==> src/rtl/sample_arbiter.sv <==
// Two-source window arbiter: grants one shared sampling window, blanks, then captures strided samples.
// Define SAMPLE_ARB_PRIO_EN for fixed priority (source 0 wins ties); default is round-robin.
//
// state     | meaning
// ----------+--------------------------------------------------
// ST_IDLE   | no owner; arbitrate pending requests
// ST_BLANK  | window granted, y forced to zero for BLANK cycles
// ST_CAPTURE| strided capture of the owner's data into y
// ST_DONE   | window complete; done pulse to owner, grant held
module sample_arbiter #(
    parameter int W        = 4,
    parameter int BLANK    = 4,
    parameter int CAPTURES = 3,
    parameter int STRIDE   = 2
) (
    input  logic         clk,
    input  logic         reset,
    input  logic         enable,
    input  logic [1:0]   req,
    input  logic [W-1:0] x0,
    input  logic [W-1:0] x1,
    output logic [1:0]   grant,
    output logic         busy,
    output logic [W-1:0] y,
    output logic         y_valid,
    output logic [1:0]   done
);

    localparam int BW = (BLANK > 1) ? $clog2(BLANK) : 1;
    localparam int SW = (STRIDE > 1) ? $clog2(STRIDE) : 1;
    localparam int NW = (CAPTURES > 1) ? $clog2(CAPTURES) : 1;

    typedef enum logic [1:0] {
        ST_IDLE    = 2'd0,
        ST_BLANK   = 2'd1,
        ST_CAPTURE = 2'd2,
        ST_DONE    = 2'd3
    } state_t;

    state_t         state_q, state_nxt;
    logic [1:0]     grant_q, grant_nxt;
    logic [BW-1:0]  bcnt_q, bcnt_nxt;
    logic [SW-1:0]  scnt_q, scnt_nxt;
    logic [NW-1:0]  ncnt_q, ncnt_nxt;
    logic [W-1:0]   y_q, y_nxt;
    logic           vld_q, vld_nxt;
    logic           win1;
    logic           owner_req;

`ifdef SAMPLE_ARB_PRIO_EN
    assign win1 = (req == 2'b10);
`else
    logic last_q, last_nxt;

    // On a tie the source that was not served last takes the window.
    assign win1 = (req == 2'b10) || ((req == 2'b11) && !last_q);
`endif

    assign owner_req = |(req & grant_q);

    always_comb begin
        state_nxt = state_q;
        grant_nxt = grant_q;
        bcnt_nxt  = bcnt_q;
        scnt_nxt  = scnt_q;
        ncnt_nxt  = ncnt_q;
        y_nxt     = y_q;
        vld_nxt   = 1'b0;
`ifndef SAMPLE_ARB_PRIO_EN
        last_nxt  = last_q;
`endif
        case (state_q)
            ST_IDLE: begin
                bcnt_nxt = '0;
                scnt_nxt = '0;
                ncnt_nxt = '0;
                if (req != 2'b00) begin
                    grant_nxt = win1 ? 2'b10 : 2'b01;
                    y_nxt     = '0;
                    state_nxt = ST_BLANK;
`ifndef SAMPLE_ARB_PRIO_EN
                    last_nxt  = win1;
`endif
                end
            end
            ST_BLANK: begin
                if (!owner_req) begin
                    grant_nxt = 2'b00;
                    state_nxt = ST_IDLE;
                end else if (bcnt_q == BW'(BLANK - 1)) begin
                    bcnt_nxt  = '0;
                    state_nxt = ST_CAPTURE;
                end else begin
                    bcnt_nxt = bcnt_q + BW'(1);
                end
            end
            ST_CAPTURE: begin
                // A withdrawn request aborts the window even on a sample edge.
                if (!owner_req) begin
                    grant_nxt = 2'b00;
                    state_nxt = ST_IDLE;
                end else if (scnt_q == SW'(STRIDE - 1)) begin
                    scnt_nxt = '0;
                    y_nxt    = grant_q[1] ? x1 : x0;
                    vld_nxt  = 1'b1;
                    if (ncnt_q == NW'(CAPTURES - 1)) begin
                        ncnt_nxt  = '0;
                        state_nxt = ST_DONE;
                    end else begin
                        ncnt_nxt = ncnt_q + NW'(1);
                    end
                end else begin
                    scnt_nxt = scnt_q + SW'(1);
                end
            end
            ST_DONE: begin
                grant_nxt = 2'b00;
                state_nxt = ST_IDLE;
            end
            default: begin
                grant_nxt = 2'b00;
                state_nxt = ST_IDLE;
            end
        endcase
    end

    always_ff @(posedge clk or negedge reset) begin
        if (!reset) begin
            state_q <= ST_IDLE;
            grant_q <= 2'b00;
            bcnt_q  <= '0;
            scnt_q  <= '0;
            ncnt_q  <= '0;
            y_q     <= '0;
            vld_q   <= 1'b0;
        end else if (enable) begin
            state_q <= state_nxt;
            grant_q <= grant_nxt;
            bcnt_q  <= bcnt_nxt;
            scnt_q  <= scnt_nxt;
            ncnt_q  <= ncnt_nxt;
            y_q     <= y_nxt;
            vld_q   <= vld_nxt;
        end
    end

`ifndef SAMPLE_ARB_PRIO_EN
    always_ff @(posedge clk or negedge reset) begin
        if (!reset) begin
            last_q <= 1'b1;
        end else if (enable) begin
            last_q <= last_nxt;
        end
    end
`endif

    // Pulses are held in their registers while stalled and released once enable returns.
    assign grant   = grant_q;
    assign busy    = (state_q != ST_IDLE);
    assign y       = y_q;
    assign y_valid = vld_q & enable;
    assign done    = ((state_q == ST_DONE) && enable) ? grant_q : 2'b00;

endmodule

==> config.mk <==
export PLATFORM = sky130hd
export DESIGN_NAME = sample_arbiter
export DESIGN_NICKNAME = d
export VERILOG_FILES = /design/src/rtl/sample_arbiter.sv
export SDC_FILE = /design/constraint.sdc
export NUM_CORES = 1
export LEC_CHECK = 0
export BUFFER_PORTS_ARGS = -buffer_cell sky130_fd_sc_hd__buf_2
export CAP_MARGIN = 20
export CELL_PAD_IN_SITES_DETAIL_PLACEMENT = 1
export CELL_PAD_IN_SITES_GLOBAL_PLACEMENT = 1
export CORE_UTILIZATION = 35
export CTS_CLUSTER_DIAMETER = 100
export DETAILED_ROUTE_END_ITERATION = 6
export PLACE_DENSITY_LB_ADDON = 0.15
export SLEW_MARGIN = 25
export SYNTH_ARGS = -nofsm -noshare
export SYNTH_HDL_FRONTEND = slang
export SYNTH_SLANG_ARGS = --single-unit
==> constraint.sdc <==
create_clock -name clk -period 2.3 [get_ports clk]
set_clock_uncertainty 0.1 [all_clocks]
set_input_delay 0.46 -clock clk [delete_from_list [all_inputs] [get_ports clk]]
set_output_delay 0.46 -clock clk [all_outputs]
set_load 0.005 [all_outputs]
* After elaboration in Yosys (flattened, before gate mapping)
Cells that the tools add are included.
** Operators by class
- Add/subtract/negate cells :: 3
- Equality and inequality tests :: 15
- Multiplexer cells :: 30
- Bitwise operators :: 2
- Reductions and logical operators :: 18
** Operator list (count)
- two-way mux 2 bit :: 15
- two-way mux 4 bit :: 4
- == test 2 bit (second input constant) :: 6
- AND reduction 3 bit :: 4
- != test 2 bit (second input constant) :: 5
- AND reduction 5 bit :: 2
- != test 3 bit (second input constant) :: 3
- case mux 2 bit (2 select lines) :: 2
- case mux 2 bit (4 select lines) :: 1
- case mux 4 bit (2 select lines) :: 1
- nonzero test 2 bit :: 4
- case mux 2 bit (3 select lines) :: 1
- two-way mux 1 bit :: 5
- adder 2 x 1 -> 2 bit (second input constant) :: 2
- AND reduction 4 bit :: 1
- OR reduction 2 bit :: 2
- AND 2 bit :: 1
- == test 2 x 1 -> 1 bit (second input constant) :: 1
- logical AND 1 bit :: 2
- zero test 2 bit :: 1
- case mux 1 bit (2 select lines) :: 1
- adder 1 bit (second input constant) :: 1
- AND 1 bit :: 1
- zero test 1 bit :: 1
- logical OR 1 bit :: 1
** Word-level totals
- Bits in registers :: 15
- Input bits :: 13
- Output and inout bits :: 10
- Logic and storage cells :: 76

* Depth between registers and ports, before layout
- Depth after elaboration :: 6
- Depth in mapped cells :: 6
- Mapped depth without buffers :: 6

* Least setup slack after synthesis
No wires, ideal clock.
- Kind :: register to register
- From :: reg state_q[0]
- To :: reg grant_q[0], in the netlist grant[0]
- Setup time :: 0.128 ns
- Arrival :: 1.369 ns
- Data required time :: 2.072 ns
- Slack :: 0.703 ns
- Cell stages (with the launch flop) :: 7
- Buffers on the path :: 0
- Clock period less this slack :: 1.597 ns
- Cell sequence :: dfrtp_1 > inv_1 > ha_1 > inv_2 > o31ai_2 > a21oi_2 > mux2_1
** On the way
- Cells in the longest elaborated chain, start to end :: 4
- Elaborated cells between the ends (all ways) :: 9
- Classes of those cells :: 5 x eq/ne; 1 x mux; 3 x reduce/logical
** RTL lines
- from (decl) :: line 40 : state_t state_q, state_nxt;
- from (signal assigned) :: line 137 : state_q <= state_nxt;
- == test 2 bit / == test 2 x 1 -> 1 bit (equally long branches) :: line 72 : case (state_q)
- OR reduction 2 bit (no line)
- != test 2 bit (no line)
- AND reduction 3 bit (no line)
- to (signal assigned) :: line 138 : grant_q <= grant_nxt;
- to (decl) :: line 41 : logic [1:0] grant_q, grant_nxt;
Parallel ways exist; a longest one is shown, timed or not.
A chain may end at the register's enable or synchronous reset.

* Final worst setup path
- From :: reg state_q[0]
- To :: out busy
** On the way
- Cells in the longest elaborated chain, start to end :: 1
** RTL lines
- nonzero test 2 bit :: line 159 : assign busy = (state_q != ST_IDLE);
- to (decl) :: line 23 : output logic busy,
Every way passes these cells.

==> results.md <==
* Status: complete, no violations
* Die X at 52.42 microns
* Fmax at 0.5249 GHz
* Worst-path fanout max at 5
* Post-synth ARST share at 1.000
* Post-route DRC at 0
* Syn Inst Count at 82
* Final Critical Period at 1.905 ns
* Commonest non-fill, non-tap cells in the layout: buf_2 (22), dfrtp_1 (14), nand2_1 (9), ha_1 (6)
* Layout cells sized above 1 at 0.3271
* CP Class: reg2out
* Synth Net Count at 101
* Hold path cells at 3
* Count of cell types in the netlist at 36
* Worst EP required at about 1.7 ns
* Number of diodes at 0
* Tcrit/Tclk final at 0.8284
* Vias in the first global route at 715
* Setup TNS Final at 0 ns
* Row count at 17
* Final Hold Viols at 0
* First-pass GRT wire length at 3470 microns
* DP HPWL at 1585 microns
* Synthesized cell area at between 800 and 900 sq um
* Leakage Power at 0.5267 nW
* Die area at 2747 sq um
* Reg clk slew, reported paths at roughly 0.09 ns
* Critical Path Source Type: register
* Number of iterations in the first detailed-routing pass at 4
* Die H at 52.42 microns
* CP arrival at ~1.4 ns
* Post-synth EDFFs at 0
* Seq cells post-synth at 15
* Via count at ~750
* Gpl congestion at 0.7230
* Ys Warns at 0
* Vias per inst at 5.519
* Placed cell area at 1018 sq um
* Final instance area at 1055 sq um
* Core Box Area at 2297 sq um
* Relative slew margins at 0.7278
* Endpoint class of the critical path: output pin
* Clk sink count at 15
* Num CTS Buffers at 3
* Commonest non-fill, non-tap cell in the layout: buf_2
* P&R area growth vs syn at 18.57%
* FF-to-FF path depth at 6
* RSZ-0062 raised after global routing: false
* WL/cell at 15.50 microns
* Sequential share of the synthesized area at 0.4233
* Pwr dens at 947.4 nW/um^2
* H-tree depth at 1
* CTS Root Cell: clkbuf_4
* CTS tree: done
* Nets at 127
* Slew @ Worst Pin at 0.4084 ns
* Antenna Nets Post-Route at 0
* Max cap viols at 0
* Syn avg cell area at between 10 and 15 sq um
* Antenna violations before repair at 0
* # setup viols final at 0
* Slew Viols, Final at 0
* Gr usage total at 0.1771
* Main synth FF type: dfrtp_1
* Initial core utilization at 0.3873
* WL final at 2092 microns
* IO Count at 23
* Grt ovf at 0
* # port buffers at 22
* Clock buffer depth at 2
* Largest net degree at the start of global routing at 16
* Worst vdd ir at 0.4295 mV
* Setup Buffers After CTS at 0
* Latest clock arrival within the worst-skew pair at 0.28 ns
* Initial DRC count at 7
* Worst Hold Class: in2reg
## worst paths after layout
check	startpoint	end	slack, ns
worst max-delay path	state_q[0]$_DFFE_PN0P_	busy	0.39
worst min-delay path	x0[2]	y[2]$_DFFE_PN0P_	0.37
worst max register to register	state_q[0]$_DFFE_PN0P_	grant[0]$_DFFE_PN0P_	0.49
worst min register to register	y[3]$_DFFE_PN0P_	y[3]$_DFFE_PN0P_	0.39
max in group asynchronous	reset	last_q$_DFFE_PN1P_	1.28
min in group asynchronous	reset	grant[1]$_DFFE_PN0P_	0.52
## through the flow
stage | instances | hold slack (ns) | power (mW) | setup WS (ns) | util
floorplan | 82 | 0.06441 | 0.7296 | 0.7034 | -
global placement | 130 | 0.2903 | 0.8388 | 0.5498 | 0.4434
detailed placement | 130 | 0.2921 | 0.8563 | 0.5058 | 0.4434
CTS | 135 | 0.3589 | 1.020 | 0.3880 | 0.4592
global route | 135 | 0.3652 | 1.097 | 0.3002 | 0.4592
finish | 135 | 0.3699 | 0.9992 | 0.3948 | 0.4592
## what timing repair did
item,CTS,global route
endpoints found under the hold margin,14,0
resized for setup,0,0
hold buffers,1,0
## cells by family after synthesis
| logic type | count (synthesis) | synth area share |
|---|---|---|
| AOI/OAI and AO/OA | 27 | 0.2532 |
| muxes | 7 | 0.08298 |
| buffers and inverters | 6 | 0.03515 |
| DFF | 15 | 0.4234 |
| and+or+nand+nor | 21 | 0.1210 |
| adders and majority gates | 6 | 0.08439 |
## registers in the layout (all words and copies together), names as in the netlist
name,cells
bcnt_q,2
grant,2
last_q,1
ncnt_q,2
scnt_q,1
state_q,2
vld_q,1
y,4
## Yosys cell counts, types with 2 or more instances
master     count  area, sq um
dfrtp_1       14        350.3
nand2_1        9        33.78
ha_1           6        75.07
a22o_1         4        35.03
mux2i_1        4        40.04
o21ai_0        4        20.02
o2bb2ai_1      4        35.03
and3_1         3        18.77
inv_1          3        11.26
nor2_1         3        11.26
mux2_1         2        22.52
o21ai_1        2        10.01
## final cells by class
cell class / count / area, sq um
multi-input combinational: 61 / 481.7
clock buffer: 4 / 26.28
inverter: 4 / 15.01
fill: 282 / 1242
sequential: 15 / 376.6
tap: 28 / 35.03
timing repair buffer: 23 / 120.1
## critical path: stages, from the launching register on
cell,delay [ns]
dfrtp_1,0.41
inv_1,0.13
ha_1,0.29
inv_2,0.10
buf_2,0.14
## where the power goes
part / internal, mW / leakage (nW) / switching, mW
combinational: 0.203 / 0.313 / 0.245
clock: 0.0673 / 0.0150 / 0.0826
sequential: 0.326 / 0.198 / 0.0757
total: 0.596 / 0.527 / 0.403
## per-layer routing
metal / share of wire / track usage / vias to the layer above
met4: 0.0053 / 0.03947 / 0
met1: 0.48 / 0.2411 / 364
met3: 0.048 / 0.05217 / 2
li1: - / - / 359
met2: 0.47 / 0.2743 / 20
met5: 0 / 0 / -
No activity file was read; power rests on OpenSTA's default activity.
